==> config.mk <==
export PLATFORM = sky130hd
export DESIGN_NAME = axi_tlb_lookup_mc
export DESIGN_NICKNAME = d
export VERILOG_FILES = /design/src/rtl/axi_tlb_lookup_mc.sv
export SDC_FILE = /design/constraint.sdc
export NUM_CORES = 1
export LEC_CHECK = 0
export CAP_MARGIN = 10
export CORE_MARGIN = 2
export CORE_UTILIZATION = 40
export CTS_CLUSTER_SIZE = 30
export DETAILED_ROUTE_END_ITERATION = 8
export GPL_TIMING_DRIVEN = 0
export MAX_ROUTING_LAYER = met4
export PLACE_DENSITY = 0.64
export RECOVER_POWER = 50
export SLEW_MARGIN = 10
export SYNTH_ARGS = -nofsm -noshare
export SYNTH_HDL_FRONTEND = slang
export SYNTH_SLANG_ARGS = --single-unit
==> constraint.sdc <==
create_clock -name clk_i -period 8.2 [get_ports clk_i]
set_input_delay 1.64 -clock clk_i [delete_from_list [all_inputs] [get_ports clk_i]]
set_output_delay 1.64 -clock clk_i [all_outputs]
set_load 0.02 [all_outputs]
==> src/rtl/axi_tlb_lookup_mc.sv <==
// Multi-channel L1 TLB range lookup with registered results, per-channel saturating miss counters
// and optional first-miss address capture (enabled by defining AXI_TLB_MISS_CAPTURE_EN).
module axi_tlb_lookup_mc #(
  parameter int unsigned NumChannels  = 2,
  parameter int unsigned NumEntries   = 4,
  parameter int unsigned InpAddrWidth = 32,
  parameter int unsigned OupAddrWidth = 32,
  parameter int unsigned PageWidth    = 12,
  parameter logic [NumChannels-1:0] WrChannels = '0,
  parameter int unsigned CntWidth     = 16,
  localparam int unsigned InpPageWidth = InpAddrWidth - PageWidth,
  localparam int unsigned OupPageWidth = OupAddrWidth - PageWidth
) (
  input  logic                                        clk_i,
  input  logic                                        rst_i,
  input  logic [NumChannels-1:0][InpAddrWidth-1:0]    req_addr_i,
  input  logic [NumChannels-1:0]                      req_valid_i,
  output logic [NumChannels-1:0]                      req_ready_o,
  output logic [NumChannels-1:0]                      res_hit_o,
  output logic [NumChannels-1:0][OupAddrWidth-1:0]    res_addr_o,
  output logic [NumChannels-1:0]                      res_valid_o,
  input  logic [NumChannels-1:0]                      res_ready_i,
  input  logic [NumEntries-1:0]                       entry_valid_i,
  input  logic [NumEntries-1:0][InpPageWidth-1:0]     entry_first_i,
  input  logic [NumEntries-1:0][InpPageWidth-1:0]     entry_last_i,
  input  logic [NumEntries-1:0][OupPageWidth-1:0]     entry_base_i,
  input  logic [NumEntries-1:0]                       entry_ro_i,
  input  logic                                        cnt_clr_i,
  output logic [NumChannels-1:0][CntWidth-1:0]        miss_cnt_o,
  output logic [NumChannels-1:0][InpAddrWidth-1:0]    miss_addr_o,
  output logic [NumChannels-1:0]                      miss_addr_valid_o
);

  localparam int unsigned DiffWidth = (InpPageWidth > OupPageWidth) ? InpPageWidth : OupPageWidth;

  for (genvar gi = 0; gi < NumChannels; gi++) begin : g_chan
    logic [InpPageWidth-1:0] page;
    logic                    match_found;
    logic                    match_ro;
    logic [OupPageWidth-1:0] match_page;
    logic                    lookup_hit;
    logic [OupAddrWidth-1:0] lookup_addr;
    logic                    accept;
    logic                    res_valid_reg;
    logic                    res_hit_reg;
    logic [OupAddrWidth-1:0] res_addr_reg;
    logic [CntWidth-1:0]     miss_cnt_reg;

    assign page = req_addr_i[gi][InpAddrWidth-1:PageWidth];

    // Walk entries from the top down so the lowest-index match is the one left standing.
    always_comb begin
      match_found = 1'b0;
      match_ro    = 1'b0;
      match_page  = '0;
      for (int e = int'(NumEntries) - 1; e >= 0; e--) begin
        if (entry_valid_i[e] && (page >= entry_first_i[e]) && (page <= entry_last_i[e])) begin
          match_found = 1'b1;
          match_ro    = entry_ro_i[e];
          match_page  = entry_base_i[e]
                      + OupPageWidth'(DiffWidth'(page) - DiffWidth'(entry_first_i[e]));
        end
      end
    end

    // A read-only winner on a write channel is a miss; no fall-through to later entries.
    assign lookup_hit  = match_found && !(WrChannels[gi] && match_ro);
    assign lookup_addr = lookup_hit ? {match_page, req_addr_i[gi][PageWidth-1:0]} : '0;

    assign req_ready_o[gi] = !res_valid_reg || res_ready_i[gi];
    assign accept          = req_valid_i[gi] && req_ready_o[gi];

    always_ff @(posedge clk_i) begin
      if (rst_i) begin
        res_valid_reg <= 1'b0;
        res_hit_reg   <= 1'b0;
        res_addr_reg  <= '0;
      end else if (accept) begin
        res_valid_reg <= 1'b1;
        res_hit_reg   <= lookup_hit;
        res_addr_reg  <= lookup_addr;
      end else if (res_ready_i[gi]) begin
        res_valid_reg <= 1'b0;
      end
    end

    always_ff @(posedge clk_i) begin
      if (rst_i || cnt_clr_i) begin
        miss_cnt_reg <= '0;
      end else if (accept && !lookup_hit && (miss_cnt_reg != '1)) begin
        miss_cnt_reg <= miss_cnt_reg + CntWidth'(1);
      end
    end

`ifdef AXI_TLB_MISS_CAPTURE_EN
    logic [InpAddrWidth-1:0] miss_addr_reg;
    logic                    miss_addr_valid_reg;

    always_ff @(posedge clk_i) begin
      if (rst_i || cnt_clr_i) begin
        miss_addr_reg       <= '0;
        miss_addr_valid_reg <= 1'b0;
      end else if (accept && !lookup_hit && !miss_addr_valid_reg) begin
        miss_addr_reg       <= req_addr_i[gi];
        miss_addr_valid_reg <= 1'b1;
      end
    end

    assign miss_addr_o[gi]       = miss_addr_reg;
    assign miss_addr_valid_o[gi] = miss_addr_valid_reg;
`else
    assign miss_addr_o[gi]       = '0;
    assign miss_addr_valid_o[gi] = 1'b0;
`endif

    assign res_valid_o[gi] = res_valid_reg;
    assign res_hit_o[gi]   = res_hit_reg;
    assign res_addr_o[gi]  = res_addr_reg;
    assign miss_cnt_o[gi]  = miss_cnt_reg;
  end

endmodule
==> run_results.csv, run 1 <==
group,metric,value,unit
run_status,outcome,"completed",
sta,finClkSkew,0.0123,ns
sta,final.min_clock_period,6.72,ns
critical_path,start_kind,"primary input",
critical_path,critical_path.max_fanout,10,
critical_path,slowest_delay,1.13,ns
floorplan,io_pins,487,
routing,wl_per_cell,22.0,µm
clock_tree,clk_latency,0.38,ns
routing,avgViaCountPerCell,5.51,
power,power_density,121,nW/µm²
power,switching_share,0.495,
grt,overflow,0,
power,power_frac_comb,0.715,
place,hpwl,83700,µm
power,p_sw,0.00178,W
place,io_buffer_count,416,
grt,antenna_found_initial,8,
place,placedCellCount,4319,
synthesis,synth-seq-area-share,0.0831,
critical_path,critPathKind,"in2reg",
grt,grt.total_usage,0.308,
sta,slew_viol_final,0,
synthesis,synthCells,3065,
cells_and_area,largest_reg_flops,64,
floorplan,coreArea,59200,µm²
min_path,hp-class,"reg2reg",
critical_path,cp_top_family,"compound AO/OA/AOI/OAI gates",
floorplan,start_util,0.407,
sta,setup_ws,1.48,ns
cells_and_area,layout.cells.non_filler,4341,
critical_path,cp_slowest_cell,"a2111oi_0",
clock_tree,post_cts_buffers,0,
clock_tree,max-clock-path-buffers,2,
routing,drc,0,
sta,totalNegativeSetupSlack,0,ns
synthesis,ys_seq_elements,100,
synthesis,yosys.area.top_type,"ha_1",
grt,first_global_vias,23415,
sta,hold_violations,0,
min_path,hp-start,"g_chan[1].res_addr_reg[0]",
floorplan,dieWidth,249,µm
clock_tree,cts_sinks,100,
clock_tree,cts_hold_buf,0,
critical_path,reg2reg_from,"g_chan[1].miss_cnt_reg[7]",
cells_and_area,syn_to_final_growth,23.7,%
floorplan,die_y,249,µm
floorplan,fp-row-count,89,
grt,grt_max_degree,21,
clock_tree,cts_root_buf,"clkbuf_16",
synthesis,synth_edf_count,0,
cells_and_area,layout-drive-gt1-share,0.0340,
clock_tree,clk_pin_slew_worst_paths,0.08,ns
synthesis,yosys_warnings,0,
grt,grt_pass1_wl,140000,µm
sta,rsz0062_at_grt,"no",
critical_path,critical_path_buf_inv_count,3,
critical_path,endpoint_kind,"register",
critical_path,crit_start,"req_addr_i[25]",
synthesis,async_flop_share,0,
routing,vias,23939,
clock_tree,cts_tree,"yes",
sta,setup_viol,0,
sta,tightest_slew,1.37,ns
power,power_frac_clock,0.139,
job,cap_violations,0,
power,power,0.00360,W
routing,routed_wl,95400,µm
synthesis,synth_cell_types,81,
synthesis,syn_area,24100,µm²
clock_tree,cts-buffers-inserted,9,
critical_path,crit_required,8.45,ns
power,p_int,0.00182,W
routing,ant_nets,0,
clock_tree,htreeDepth,3,
routing,dr.first_iter.drc_count,1495,
power,p_leak,15.1,nW
synthesis,yosys_most_used_dff,"dfxtp_1",
floorplan,die_area,62200,µm²
place,place.gp.congestion,0.966,
place,post-place-ws,1.32,ns
routing,first_pass_iters,5,
cells_and_area,fin_nets,4506,
clock_tree,cts_resized,0,
power,power_frac_seq,0.147,
cells_and_area,fill_cells,5914,
synthesis,syn_area_per_cell,7.86,µm²
sta,slew_headroom,0.0794,
power,peakVddDrop,0.100,mV
synthesis,yosys-top-cells-area,"ha_1 (25%), fa_1 (13%), inv_1 (9.2%)",
critical_path,path_cells,"clkdlybuf4s50_1, ha_1, nand4_1, or4_1, a21oi_1, a2111oi_0, o221a_2, and2_0, clkbuf_1, clkbuf_1, a22oi_1, a2111oi_0",
sta,fin_crit_sh,0.820,
synthesis,yosysTopAreaCellShare,0.248,
sta,clock.fmax,0.149,GHz
critical_path,arrival,6.97,ns
[final timing paths]
kind                                     end  slack, ns  depth (start not counted)
setup reg to reg  g_chan[1].miss_cnt_reg[10]       5.50                          8
hold / removal     g_chan[1].res_addr_reg[0]       0.45                          2
setup / recovery  g_chan[0].res_addr_reg[21]       1.48                         12
hold reg to reg    g_chan[1].res_addr_reg[0]       0.45                          2
[per-stage QoR]
stage | instance area [µm²] | util | hold slack, ns
2_1_floorplan | 24300 | - | 0.473
3_3_place_gp | 29500 | 0.497 | 0.439
3_5_place_dp | 29500 | 0.497 | 0.445
4_1_cts | 29800 | 0.503 | 0.455
5_1_grt | 29800 | 0.503 | 0.475
6_report | 29800 | 0.503 | 0.449
[worst min-delay path: stages, from the launching register on]
cell	delay [ns]
dfxtp_1	0.31
nand2_1	0.05
a21oi_1	0.05
[cells by family after synthesis]
group	count (synthesis)	share of synthesized area
flops	100	0.0831
fa+ha+maj	630	0.375
other cells	1	0.000156
simple gates	650	0.136
mux	5	0.00213
buf+inv	703	0.121
compound gates	833	0.231
xor+xnor	143	0.0520
[cells in the mapped netlist (28+ instances only)]
cell      instances
o21a_1           33
ha_1            478
fa_1            152
nand4_1          62
o21ai_0         121
a21o_1          126
xnor2_1          85
dfxtp_1         100
o31ai_1          34
a22oi_1          36
nor3_1           46
nand2_1         147
nor2_1          134
a31oi_1          28
inv_1           590
a211oi_1         31
buf_4            71
clkbuf_1         33
xor2_1           58
a21oi_1         238
nand3_1          85
[cells in the final DEF (no fill, tap or decap), types with 9 or more instances in the layout]
cell	instances
a2111oi_0	11
a211oi_1	31
a21boi_0	11
a21o_1	126
a21oi_1	238
a221oi_1	20
a22oi_1	36
a31oi_1	28
and2_1	14
and3_1	27
and4_1	12
buf_4	71
clkbuf_1	34
clkbuf_16	9
clkdlybuf4s50_1	316
conb_1	66
dfxtp_1	100
dlygate4sd3_1	100
fa_1	152
ha_1	478
inv_1	590
nand2_1	147
nand2b_1	21
nand3_1	85
nand4_1	62
nor2_1	134
nor2b_1	23
nor3_1	46
nor4_1	13
o211ai_1	25
o21a_1	33
o21ai_0	121
o21bai_1	14
o31ai_1	34
or2_2	10
or3_1	27
or4_1	14
xnor2_1	85
xor2_1	58
[per-layer routing]
metal  share of wire  vias up  GRT usage
met4           0.044        0      0.126
li1                -    11635          -
met3           0.064      189     0.0334
met2            0.48      870      0.522
met1            0.41    11245      0.374
met5               0        -          -
[power groups by stage]
stage / clock network, W / logic (W) / registers (W)
finish: 0.000500 / 0.00257 / 0.000528
global route: 0.000524 / 0.00283 / 0.000531
global placement: 0 / 0.00252 / 0.000539
floorplan: 0 / 0.00166 / 0.000563
detailed placement: 0 / 0.00253 / 0.000540
CTS: 0.000504 / 0.00254 / 0.000529
[area by class of cell]
type                    count  area (µm²)  share of cell area
multi-input cells        2327       19400               0.652
repair buffers            416        4160               0.140
inverters                 590        2210              0.0743
flip-flops and latches    100        2000              0.0672
well taps                 773         967              0.0324
plain buffers             113         697              0.0234
clock buffers               9         225             0.00755
clock inverters             7        97.6             0.00327
diodes                      6        15.0            0.000504
(Power assumes the default switching activity.)
==> run 2, diff against run 1 <==
- clock period: 8.2 -> 6.95 ns (I/O delays scaled with it)
==> run 2 against run 1 <==
Die area is the same. Cell count is essentially flat. Critical path type unchanged. Power grew 18%. Non-clock buffer count is the same. Sequential share of layout area is essentially flat. Utilization is essentially flat. Routed wire length is essentially flat. First-iteration DRC count grew 0.20%. Via count grew 0.12%. Critical endpoint is now g_chan[0].res_addr_reg[30]. Worst hold slack is essentially flat. Clock-buffer cell count is the same.
==> run_results.csv, run 2 (synthesis gave the netlist of run 1 again) <==
group,metric,value,unit
sta,tightest_slew,1.37,ns
clock_tree,cts_hold_buf,0,
grt,overflow,0,
place,place.gp.congestion,0.966,
floorplan,coreArea,59200,µm²
critical_path,arrival,6.78,ns
cells_and_area,final_common_cell,"inv_1",
cells_and_area,multi_input_area,19400,µm²
grt,grt.total_usage,0.308,
cells_and_area,fin_nets,4506,
routing,dr.first_iter.drc_count,1498,
routing,drc,0,
power,peakVddDrop,0.117,mV
critical_path,cp_slowest_cell,"a2111oi_0",
place,hpwl,83700,µm
sta,rsz0062_at_grt,"no",
floorplan,io_pins,487,
clock_tree,cts_resized,0,
sta,hold_violations,0,
grt,first_global_vias,23402,
floorplan,fp-row-count,89,
min_path,hp-class,"reg2reg",
sta,setup_ws,0.487,ns
critical_path,reg2reg_to,"g_chan[1].miss_cnt_reg[10]",
cells_and_area,largest_reg_flops,64,
routing,ant_nets,0,
grt,grt_pass1_wl,140000,µm
routing,vias,23968,
job,cap_violations,0,
sta,finClkSkew,0.0135,ns
sta,totalNegativeSetupSlack,0,ns
floorplan,die_y,249,µm
sta,final.min_clock_period,6.46,ns
clock_tree,cts_root_buf,"clkbuf_16",
cells_and_area,syn_to_final_growth,23.7,%
critical_path,reg2reg_depth,8,
critical_path,reg2reg_from,"g_chan[1].miss_cnt_reg[7]",
routing,avgViaCountPerCell,5.52,
grt,antenna_found_initial,8,
critical_path,crit_required,7.26,ns
sta,slew_viol_final,0,
floorplan,start_util,0.407,
power,power_density,142,nW/µm²
run_status,outcome,"completed",
floorplan,dieWidth,249,µm
critical_path,cp_top_family,"compound AO/OA/AOI/OAI gates",
sta,slew_headroom,0.0833,
clock_tree,cts_tree,"yes",
clock_tree,max-clock-path-buffers,2,
sta,hold_slack,0.449,ns
floorplan,die_area,62200,µm²
clock_tree,cts-buffers-inserted,9,
cells_and_area,final_cell_mix,"inv_1 (590), ha_1 (478), clkdlybuf4s50_1 (316)",
critical_path,start_kind,"primary input",
clock_tree,post_cts_buffers,0,
routing,wl_per_cell,22.0,µm
sta,clock.fmax,0.155,GHz
routing,routed_wl,95400,µm
clock_tree,clk_latency,0.38,ns
clock_tree,htreeDepth,3,
routing,first_pass_iters,5,
critical_path,r2r_slack,4.25,ns
clock_tree,cts_sinks,100,
critical_path,endpoint_kind,"register",
critical_path,path_cells,"clkdlybuf4s50_1, ha_1, nand4_1, or4_1, a21oi_1, a2111oi_0, o221a_2, and2_0, clkbuf_1, clkbuf_1, nand4_1, and4_1, a22oi_1",
critical_path,slowest_delay,1.13,ns
min_path,hp-start,"g_chan[1].res_addr_reg[0]",
power,p_leak,15.1,nW
clock_tree,clk_pin_slew_worst_paths,0.09,ns
grt,grt_max_degree,21,
min_path,hold_end,"g_chan[1].res_addr_reg[0]",
place,io_buffer_count,416,
min_path,hold_path_depth,2,
critical_path,critPathKind,"in2reg",
cells_and_area,fill_cells,5913,
cells_and_area,ff_latch_area,2000,µm²
sta,fin_crit_sh,0.930,
place,post-place-ws,0.317,ns
critical_path,critical_path.max_fanout,10,
critical_path,critical_path_buf_inv_count,3,
cells_and_area,layout-drive-gt1-share,0.0340,
sta,setup_viol,0,
[run 2: worst max-delay path by stage]
stage               slack (ns)  depth (start not counted)                         end           start
detailed placement        0.32                         11  g_chan[0].res_addr_reg[23]  req_addr_i[29]
global route              0.45                         14  g_chan[0].res_addr_reg[30]  req_addr_i[13]
global placement          0.30                         14  g_chan[0].res_addr_reg[30]  req_addr_i[13]
CTS                       0.71                         14  g_chan[0].res_addr_reg[30]  req_addr_i[13]
finish                    0.49                         13  g_chan[0].res_addr_reg[30]  req_addr_i[25]
floorplan                 2.41                         13  g_chan[0].res_addr_reg[30]  req_addr_i[13]
[run 2: final cells by class]
class | count | share of cell area
Antenna cell | 7 | 0.000588
Buffer | 113 | 0.0234
Clock buffer | 9 | 0.00755
Clock inverter | 7 | 0.00327
Inverter | 590 | 0.0743
Multi-Input combinational cell | 2327 | 0.652
Sequential cell | 100 | 0.0671
Tap cell | 773 | 0.0324
Timing Repair Buffer | 416 | 0.140
[run 2: tightest hold or removal path, delay by kind of cell (launching register included)]
family	cells	cell delay [ns]
flops	1	0.31
compound gates	1	0.05
simple gates	1	0.05
[run 2: per-layer routing]
layer,track usage,part of all wire,up-vias
li1,-,-,11639
met2,0.523,0.48,867
met1,0.374,0.41,11276
met5,-,0,-
met4,0.125,0.043,0
met3,0.0333,0.062,186
[run 2: through the flow]
step	cell area [µm²]	instances	utilization	power (W)
finish	29800	4342	0.503	0.00425
global route	29800	4341	0.503	0.00458
CTS	29800	4335	0.503	0.00422
detailed placement	29500	4319	0.497	0.00362
global placement	29500	4319	0.497	0.00361
floorplan	24300	3130	-	0.00263
[run 2: report_power, final]
part | total [W] | internal, W | switching [W]
sequential | 0.000623 | 0.000602 | 0.0000204
clock | 0.000590 | 0.000295 | 0.000295
combinational | 0.00303 | 0.00125 | 0.00179
total | 0.00425 | 0.00215 | 0.00210
